## src/rtl/algo_ctrl_pkg.sv

```systemverilog
// Shared definitions for the algorithmic-engine controllers: scheduler state
// encoding, requester-index width helper and the default run timeout.
package algo_ctrl_pkg;

   typedef enum logic [2:0] {
      IDLE  = 3'd0,
      LOAD  = 3'd1,
      START = 3'd2,
      RUN   = 3'd3,
      RESP  = 3'd4
   } sched_state_t;

   localparam int ALGO_TIMEOUT_DEF = 4096;

   // Index width for n requesters, never narrower than one bit.
   function automatic int id_width(input int n);
      return (n <= 2) ? 1 : $clog2(n);
   endfunction

endpackage

```

## src/rtl/rr_pick.sv

```systemverilog
// Round-robin picker: scans req starting at ptr, wrapping, and returns the
// first asserted requester as one-hot plus its index.
module rr_pick
   import algo_ctrl_pkg::*;
#(
   parameter int NUM_REQ = 4,
   parameter int ID_W    = id_width(NUM_REQ)
) (
   input  logic [NUM_REQ-1:0] req,
   input  logic [ID_W-1:0]    ptr,
   output logic [NUM_REQ-1:0] winner,
   output logic [ID_W-1:0]    idx,
   output logic               any
);

   // Rotating priority scan; the first hit from ptr upward wins.
   always_comb begin
      winner = '0;
      idx    = '0;
      any    = 1'b0;
      for (int i = 0; i < NUM_REQ; i++) begin
         int j;
         j = int'(ptr) + i;
         if (j >= NUM_REQ) j = j - NUM_REQ;
         if (!any && req[j]) begin
            any       = 1'b1;
            winner[j] = 1'b1;
            idx       = ID_W'(j);
         end
      end
   end

endmodule

```

## src/rtl/algo_engine_sched.sv

```systemverilog
// Round-robin scheduler for a shared sort/unique engine. Grants one requester,
// strobes load, enables the engine until done or timeout, then returns the
// count (or a timeout error) on a valid/ready response channel.
//
// state | meaning
// IDLE  | waiting for any request; picks the next winner round-robin
// LOAD  | engine load strobe for one cycle
// START | engine enabled, run timer cleared
// RUN   | engine enabled, waiting for done (ignored while timer==0) or timeout
// RESP  | response presented, held until accepted
module algo_engine_sched
   import algo_ctrl_pkg::*;
#(
   parameter  int NUM_REQ = 4,
   parameter  int COUNT_W = 32,
   parameter  int TIMEOUT = ALGO_TIMEOUT_DEF,
   localparam int ID_W    = id_width(NUM_REQ)
) (
   input  logic               clk,
   input  logic               rst,
   input  logic [NUM_REQ-1:0] req,
   output logic [NUM_REQ-1:0] gnt,
   output logic               rsp_valid,
   input  logic               rsp_ready,
   output logic [ID_W-1:0]    rsp_id,
   output logic [COUNT_W-1:0] rsp_count,
   output logic               rsp_err,
   output logic               eng_ld,
   output logic               eng_en,
   input  logic               eng_done,
   input  logic [COUNT_W-1:0] eng_count,
   output logic               busy
);

   localparam int TMR_W = $clog2(TIMEOUT) + 1;

   sched_state_t       state_q;
   sched_state_t       state_d;
   logic [TMR_W-1:0]   timer;
   logic [ID_W-1:0]    ptr;
   logic [ID_W-1:0]    ptr_next;
   logic [NUM_REQ-1:0] pick_oh;
   logic [ID_W-1:0]    pick_idx;
   logic               pick_any;
   logic               take_job;
   logic               fin_ok;
   logic               fin_err;
   logic               handshake;

   rr_pick #(
      .NUM_REQ (NUM_REQ),
      .ID_W    (ID_W)
   ) u_rr_pick (
      .req    (req),
      .ptr    (ptr),
      .winner (pick_oh),
      .idx    (pick_idx),
      .any    (pick_any)
   );

   // Pointer moves just past the requester that was served.
   assign ptr_next = (rsp_id == ID_W'(NUM_REQ - 1)) ? '0 : rsp_id + 1'b1;

   // Next-state decode and the per-cycle events that drive the registers.
   always_comb begin
      state_d   = state_q;
      take_job  = 1'b0;
      fin_ok    = 1'b0;
      fin_err   = 1'b0;
      handshake = 1'b0;
      case (state_q)
         IDLE: begin
            if (pick_any) begin
               take_job = 1'b1;
               state_d  = LOAD;
            end
         end
         LOAD:  state_d = START;
         START: state_d = RUN;
         RUN: begin
            // A done seen while timer==0 may be left over from the previous job.
            if (eng_done && (timer != '0)) begin
               fin_ok  = 1'b1;
               state_d = RESP;
            end else if (timer == TMR_W'(TIMEOUT - 1)) begin
               fin_err = 1'b1;
               state_d = RESP;
            end
         end
         RESP: begin
            if (rsp_ready) begin
               handshake = 1'b1;
               state_d   = IDLE;
            end
         end
         default: state_d = IDLE;
      endcase
   end

   // State register.
   always_ff @(posedge clk) begin
      if (!rst) state_q <= IDLE;
      else      state_q <= state_d;
   end

   // Registered outputs, grant/pointer bookkeeping, run timer and response data.
   always_ff @(posedge clk) begin
      if (!rst) begin
         gnt       <= '0;
         ptr       <= '0;
         timer     <= '0;
         rsp_valid <= 1'b0;
         rsp_id    <= '0;
         rsp_count <= '0;
         rsp_err   <= 1'b0;
         eng_ld    <= 1'b0;
         eng_en    <= 1'b0;
         busy      <= 1'b0;
      end else begin
         eng_ld    <= (state_d == LOAD);
         eng_en    <= (state_d == START) || (state_d == RUN);
         rsp_valid <= (state_d == RESP);
         busy      <= (state_d != IDLE);
         if (take_job) begin
            gnt    <= pick_oh;
            rsp_id <= pick_idx;
         end
         if (handshake) begin
            gnt <= '0;
            ptr <= ptr_next;
         end
         if (state_q == START) timer <= '0;
         else if ((state_q == RUN) && (state_d == RUN)) timer <= timer + 1'b1;
         if (fin_ok) begin
            rsp_count <= eng_count;
            rsp_err   <= 1'b0;
         end else if (fin_err) begin
            rsp_count <= '0;
            rsp_err   <= 1'b1;
         end
      end
   end

endmodule

```

## config.mk

```make
export PLATFORM = sky130hd
export DESIGN_NAME = algo_engine_sched
export DESIGN_NICKNAME = d
export VERILOG_FILES = /design/src/rtl/algo_ctrl_pkg.sv /design/src/rtl/rr_pick.sv /design/src/rtl/algo_engine_sched.sv
export SDC_FILE = /design/constraint.sdc
export NUM_CORES = 1
export LEC_CHECK = 0
export CAP_MARGIN = 20
export CORE_ASPECT_RATIO = 0.75
export CORE_MARGIN = 5
export CORE_UTILIZATION = 40
export DETAILED_ROUTE_END_ITERATION = 8
export PLACE_DENSITY = 0.73
export SETUP_SLACK_MARGIN = 0.1
export SKIP_LAST_GASP = 1
export SLEW_MARGIN = 40
export SYNTH_ARGS = -nofsm -noshare
export SYNTH_HDL_FRONTEND = slang
export SYNTH_HIERARCHICAL = 1
export SYNTH_SLANG_ARGS = --single-unit
```

## constraint.sdc

```tcl
create_clock -name clk -period 2.8 [get_ports clk]
set_input_delay 0.7 -clock clk [delete_from_list [all_inputs] [get_ports clk]]
set_output_delay 0.7 -clock clk [all_outputs]
set_load 0.005 [all_outputs]
```

==> results of run 1 <==
==> stage by stage <==
stage	setup WS [ns]	TNS [ns]	util (%)	hold WS [ns]
global route	0.133	0	56.3	0.532
floorplan	0.326	0	-	0.473
finish	0.252	0	56.3	0.495
global placement	-0.00292	-0.00292	53.8	0.474
detailed placement	-0.0687	-0.389	53.8	0.483
CTS	0.280	0	56.1	0.501
==> power by group through the flow <==
stage | clock, mW | sequential, mW | combinational, mW
after floorplan | 0 | 0.909 | 0.0880
after global placement | 0 | 0.914 | 0.183
after detailed placement | 0 | 0.914 | 0.186
after CTS | 0.695 | 0.895 | 0.187
after global routing | 0.740 | 0.897 | 0.203
final | 0.669 | 0.896 | 0.188
==> kinds of logic (layout without fill, tap and decap cells) <==
family / after synthesis / count (layout) / synth area share (%)
XOR/XNOR: 9 / 9 / 2.71
buffers and inverters: 26 / 120 / 4.00
multiplexers: 15 / 15 / 7.35
AO/OA/AOI/OAI: 66 / 66 / 16.3
AND/OR/NAND/NOR: 106 / 106 / 23.0
flip-flops: 61 / 61 / 41.9
adder cells (fa/ha/maj): 11 / 11 / 4.73
==> registers in the layout (all words and copies together) (netlist names) <==
register   cells
eng_en         1
rsp_count     32
eng_ld         1
rsp_id         2
timer         13
gnt            4
ptr            2
rsp_valid      1
state_q        3
rsp_err        1
busy           1
==> final timing paths <==
check                                    startpoint                  end  slack (ns)
worst min-delay path            gnt[3]$_SDFFE_PP0P_  gnt[3]$_SDFFE_PP0P_        0.49
worst max-delay path                         req[2]      busy$_SDFF_PN0_        0.25
worst max register to register  ptr[0]$_SDFFE_PN0P_      busy$_SDFF_PN0_        0.50
worst min register to register  gnt[3]$_SDFFE_PP0P_  gnt[3]$_SDFFE_PP0P_        0.49
==> metal layers <==
layer	track usage [%]	wire length [microns]	vias up
met3	9.44	841	12
met4	7.00	115	0
met2	22.9	3040	102
li1	-	-	1254
met5	0	0	-
met1	20.4	3240	1164
==> final cells by class <==
| class | instances | area share, % |
|---|---|---|
| tap | 101 | 3.11 |
| clock inverter | 6 | 0.954 |
| timing repair buffer | 96 | 22.8 |
| multi-input combinational | 207 | 39.3 |
| clock buffer | 10 | 3.14 |
| sequential | 61 | 30.0 |
| inverter | 8 | 0.738 |
==> critical path, delay by kind of cell <==
family / cells / cell delay [ns]
mux: 1 / 0.55
simple gates: 3 / 0.74
compound gates: 2 / 0.28
buf+inv: 1 / 0.48
==> synthesized netlist by cell type, types with 2 or more instances <==
| cell type | count |
|---|---|
| mux4_1 | 3 |
| mux2i_1 | 9 |
| ha_1 | 11 |
| nor3b_1 | 2 |
| inv_1 | 8 |
| a21oi_1 | 7 |
| a21boi_0 | 2 |
| nand3_1 | 4 |
| clkbuf_1 | 13 |
| and3_1 | 2 |
| nand2b_1 | 2 |
| o21ai_0 | 7 |
| buf_2 | 3 |
| nand2_1 | 7 |
| nor4b_4 | 2 |
| buf_6 | 2 |
| dfxtp_1 | 61 |
| o211ai_1 | 2 |
| mux2_2 | 2 |
| a22oi_1 | 40 |
| nand4_1 | 4 |
| nor2_1 | 21 |
| nor4_1 | 6 |
| nor4b_1 | 2 |
| nor2b_1 | 36 |
| and4_1 | 2 |
| or3_1 | 2 |
| xnor2_1 | 9 |
| nor3_1 | 5 |
| o31ai_1 | 2 |
==> results.sh, run 1 <==
export IMPL_status="completed"
export IMPL_drv_cap=0
export IMPL_cts_made_buffers=9
export IMPL_multi_input_comb_area_sq_um=1600
export IMPL_syn_area_sq_um=2910
export IMPL_vdd_drop_max_v=0.000240
export IMPL_internal_power_mw=1.32
export IMPL_design_portCount=83
export IMPL_rsz0062_at_grt="false"
export IMPL_p_leak_nw=1.41
export IMPL_cts_sinks=61
export IMPL_seqPwrFrac_pct=51.1
export IMPL_netlist_instances=294
export IMPL_via_per_inst=5.18
export IMPL_worstSkewPairLatency_ns=0.34
export IMPL_coreArea_sq_um=7230
export IMPL_swShare_pct=24.9
export IMPL_num_antenna_cells=0
export IMPL_cts_max_path_buffers=2
export IMPL_initial_core_util_pct=40.3
export IMPL_yosysTopAreaCellShare_pct=41.9
export IMPL_drt_pass1_iter_count=5
export IMPL_hold_viol_final=0
export IMPL_io_buffer_count=82
export IMPL_synthToLayoutAreaGrowth_pct=39.7
export IMPL_yosysTopAreaCell="dfxtp_1"
export IMPL_rows=27
export IMPL_crit_fanout=5
export IMPL_min_period_ns=2.55
export IMPL_routedWlPerCell_microns=14.8
export IMPL_clk_pin_slew_ns=0.06
export IMPL_htreeDepth=3
export IMPL_die_area_sq_um=9100
export IMPL_drcViolationCount=0
export IMPL_mostFrequentLayoutCells="82 x clkdlybuf4s50_1, 61 x dfxtp_1, 40 x a22oi_1"
export IMPL_setup_viol=0
export IMPL_drt_total_wl_microns=7240
export IMPL_fin_nets=434
export IMPL_path_cells="clkdlybuf4s50_1 > mux4_1 > nor3_1 > nand2b_1 > o21ai_0 > a21boi_0 > or3_1"
export IMPL_cts_tree="yes"
export IMPL_ant_nets=0
export IMPL_grt_total_usage_pct=16.4
export IMPL_max_freq_mhz=392
export IMPL_final_cells=489
export IMPL_grt_pass1_wl_microns=11800
export IMPL_criticalPathCategory="primary input to flip-flop"
export IMPL_slowest_stage="mux4_1"
export IMPL_die_w_microns=109
export IMPL_async_flop_share_pct=0
export IMPL_totalPowerFinal_mw=1.75
export IMPL_combPwrFrac_pct=10.8
export IMPL_grt_pass1_vias=2442
export IMPL_vias=2532
export IMPL_synthFlopType="dfxtp_1"
export IMPL_ys_ff_latch=61
export IMPL_design_area_sq_um=4070
export IMPL_worst_pin_slew_ns=0.559
export IMPL_hpwl_microns=5130
export IMPL_holdBufCountCts=0
export IMPL_cts_root_buf="clkbuf_8"
export IMPL_die_y_microns=83.9
export IMPL_relSlewSlack_pct=62.6
export IMPL_powerDensity_nw_per_um2=431
export IMPL_syn_nets=345
export IMPL_hold_path_depth=2
export IMPL_reg2reg_depth=8
export IMPL_cts_setup_buffers=0
export IMPL_syn_avg_cell_area_sq_um=9.90
export IMPL_gp_congestion=0.891
export IMPL_drive_above_1_share_pct=10.6
export IMPL_num_fill_cells=651
export IMPL_placed_cells=473
export IMPL_mostFrequentLayoutCell="clkdlybuf4s50_1"
export IMPL_cp_end_kind="flip-flop"
export IMPL_dpl_instance_area_sq_um=3890
export IMPL_yosysWarnings=6
export IMPL_overflow=0
export IMPL_clkPwrFrac_pct=38.1
export IMPL_cts_resized=0
export IMPL_seq_area_sq_um=1220
export IMPL_finalCritPeriodShare_pct=91.0
export IMPL_crit_path_start_kind="primary input"
export IMPL_slowest_delay_ns=0.55
export IMPL_netlist_top_cells_area="dfxtp_1 42%, a22oi_1 10%, nor2b_1 7.7%, ha_1 4.7%, mux2i_1 3.1%"
export IMPL_arrival_ns=2.76
export IMPL_drt_iter0_drc=96
export IMPL_final_max_slew_viol_count=0
export IMPL_ys_types=46
export IMPL_required_ns=3.02
export IMPL_ys_seq_area_share_pct=41.9
export IMPL_grt_max_degree=38
export IMPL_finClkSkew_ns=0.0101
export IMPL_hold_path_class="flip-flop to flip-flop"
export IMPL_synth_edf_count=0
export IMPL_p_switching_mw=0.436
export IMPL_antenna_found_initial=0
(Power assumes the default switching activity.)
==> run 2: changes to the inputs <==
- CTS_CLUSTER_DIAMETER: unset -> 100
==> results of run 2 <==
Same layout as run 1: the final DEF is identical, and so are final timing and power.
==> run 3: changes to the inputs <==
- PLACE_DENSITY: 0.73 -> 0.69
==> results.sh, run 3 (synthesis results as in run 1) <==
export IMPL_drt_total_wl_microns=7220
export IMPL_drt_pass1_iter_count=4
export IMPL_whs_ns=0.490
export IMPL_initial_core_util_pct=40.3
export IMPL_ant_nets=0
export IMPL_hold_start="gnt[2]$_SDFFE_PP0P_"
export IMPL_die_w_microns=109
export IMPL_fin_nets=434
export IMPL_antenna_found_initial=0
export IMPL_holdBufCountCts=0
export IMPL_regToRegStartpoint="ptr[1]$_SDFFE_PN0P_"
export IMPL_die_y_microns=83.9
export IMPL_grt_total_usage_pct=16.6
export IMPL_cp_end_kind="flip-flop"
export IMPL_combPwrFrac_pct=10.1
export IMPL_path_cells="clkdlybuf4s50_1 > mux4_1 > nor3_1 > nand2b_1 > o21ai_0 > a21boi_0 > or3_1"
export IMPL_num_fill_cells=653
export IMPL_grt_pass1_vias=2576
export IMPL_reg2reg_depth=8
export IMPL_regToRegSetupSlack_ns=0.45
export IMPL_crit_path_start_kind="primary input"
export IMPL_design_area_sq_um=4100
export IMPL_routedWlPerCell_microns=14.8
export IMPL_setup_viol=0
export IMPL_max_freq_mhz=382
export IMPL_dp_slack_ns=-0.0939
export IMPL_arrival_ns=2.83
export IMPL_htreeDepth=3
export IMPL_gr_max_usage_layer="met2"
export IMPL_io_buffer_count=82
export IMPL_max_flop_register="rsp_count"
export IMPL_internal_power_mw=1.45
export IMPL_crit_fanout=6
export IMPL_gr_usage_met1_pct=20.4
export IMPL_grt_max_degree=36
export IMPL_whs_endpoint="gnt[2]$_SDFFE_PP0P_"
export IMPL_cts_root_buf="clkbuf_8"
export IMPL_seq_area_sq_um=1220
export IMPL_worst_pin_slew_ns=0.551
export IMPL_use_met3_pct=9.51
export IMPL_finalCritPeriodShare_pct=93.6
export IMPL_worstSkewPairLatency_ns=0.33
export IMPL_rsz0062_at_grt="false"
export IMPL_drcViolationCount=0
export IMPL_coreArea_sq_um=7230
export IMPL_slowest_stage="mux4_1"
export IMPL_grt_pass1_wl_microns=12100
export IMPL_required_ns=3.01
export IMPL_die_area_sq_um=9100
export IMPL_cts_max_path_buffers=2
export IMPL_vias=2539
export IMPL_final_max_slew_viol_count=0
export IMPL_reg_top3="rsp_count: 32 flops, timer: 13 flops, gnt: 4 flops"
export IMPL_status="completed"
export IMPL_hold_path_depth=2
export IMPL_design_portCount=83
export IMPL_largest_reg_flops=32
export IMPL_overflow=0
export IMPL_multi_input_comb_area_sq_um=1600
export IMPL_clkPwrFrac_pct=41.9
export IMPL_cts_made_buffers=9
export IMPL_p_switching_mw=0.414
export IMPL_drt_iter0_drc=94
export IMPL_dpl_instance_area_sq_um=3890
export IMPL_swShare_pct=22.2
export IMPL_seqPwrFrac_pct=48.0
export IMPL_vdd_drop_max_v=0.000257
export IMPL_cts_setup_buffers=0
export IMPL_finClkSkew_ns=0.0106
export IMPL_finalCoreUtilization_pct=56.7
export IMPL_hold_viol_final=0
export IMPL_p_leak_nw=1.43
export IMPL_final_cells=488
export IMPL_placed_cells=473
export IMPL_min_period_ns=2.62
export IMPL_hpwl_microns=5130
export IMPL_hold_path_class="flip-flop to flip-flop"
export IMPL_rows=27
export IMPL_cts_sinks=61
export IMPL_gp_congestion=0.863
export IMPL_cts_tree="yes"
export IMPL_mostFrequentLayoutCell="clkdlybuf4s50_1"
export IMPL_powerDensity_nw_per_um2=455
export IMPL_drv_cap=0
export IMPL_drive_above_1_share_pct=10.3
export IMPL_synthToLayoutAreaGrowth_pct=40.9
export IMPL_clk_pin_slew_ns=0.06
export IMPL_r2r_end="busy$_SDFF_PN0_"
export IMPL_fin_ws_ns=0.180
export IMPL_globalRouteMet2Util_pct=23.8
export IMPL_relSlewSlack_pct=63.1
export IMPL_num_antenna_cells=0
export IMPL_cts_resized=0
export IMPL_via_per_inst=5.20
export IMPL_mostFrequentLayoutCells="82 x clkdlybuf4s50_1, 61 x dfxtp_1, 40 x a22oi_1"
export IMPL_criticalPathCategory="primary input to flip-flop"
export IMPL_slowest_delay_ns=0.56
## run 3: cell types whose count changed in the layout (fill, tap and decap cells not counted)
| cell | before | now |
|---|---|---|
| clkinv_2 | 3 | 0 |
| clkbuf_8 | 9 | 11 |
| bufinv_16 | 0 | 1 |
| inv_6 | 1 | 0 |
## run 3: per-stage QoR
stage / setup TNS, ns / power (mW)
3_5_place_dp: -0.610 / 1.10
6_report: 0 / 1.87
5_1_grt: 0 / 1.97
2_1_floorplan: 0 / 0.997
3_3_place_gp: -0.00207 / 1.10
4_1_cts: 0 / 1.89
## run 3: layer usage
layer,vias up,routed length [microns]
met5,-,0
met4,0,103
met3,9,825
met2,90,3040
met1,1191,3250
li1,1249,-
## run 3: worst max path at each step
stage,from,endpoint,slack (ns),cells past startpoint
floorplan,ptr[0]$_SDFFE_PN0P_,rsp_id[0]$_SDFFE_PN0P_,0.33,10
global placement,req[2],rsp_id[1]$_SDFFE_PN0P_,-0.002,7
detailed placement,req[2],rsp_id[1]$_SDFFE_PN0P_,-0.09,7
CTS,req[2],rsp_id[1]$_SDFFE_PN0P_,0.25,7
global route,req[2],busy$_SDFF_PN0_,0.11,7
finish,req[2],busy$_SDFF_PN0_,0.18,7
## run 3: final cells by class
cell class | count | area share, %
clock buffer | 12 | 3.78
timing repair buffer | 96 | 22.6
multi-input combinational | 207 | 39.0
sequential | 61 | 29.8
tap | 101 | 3.08
inverter | 8 | 0.732
clock inverter | 3 | 1.10
## run 3: power by group through the flow
stage               sequential, mW  clock (mW)  combinational, mW
floorplan                    0.909           0             0.0880
global placement             0.914           0              0.184
detailed placement           0.914           0              0.188
CTS                          0.895       0.810              0.189
global route                 0.897       0.864              0.204
finish                       0.896       0.783              0.189
## run 3: critical path, delay by kind of cell
family                 cells  cell delay (ns)
buffers and inverters      1             0.47
muxes                      1             0.56
and+or+nand+nor            3             0.80
AOI/OAI and AO/OA          2             0.31
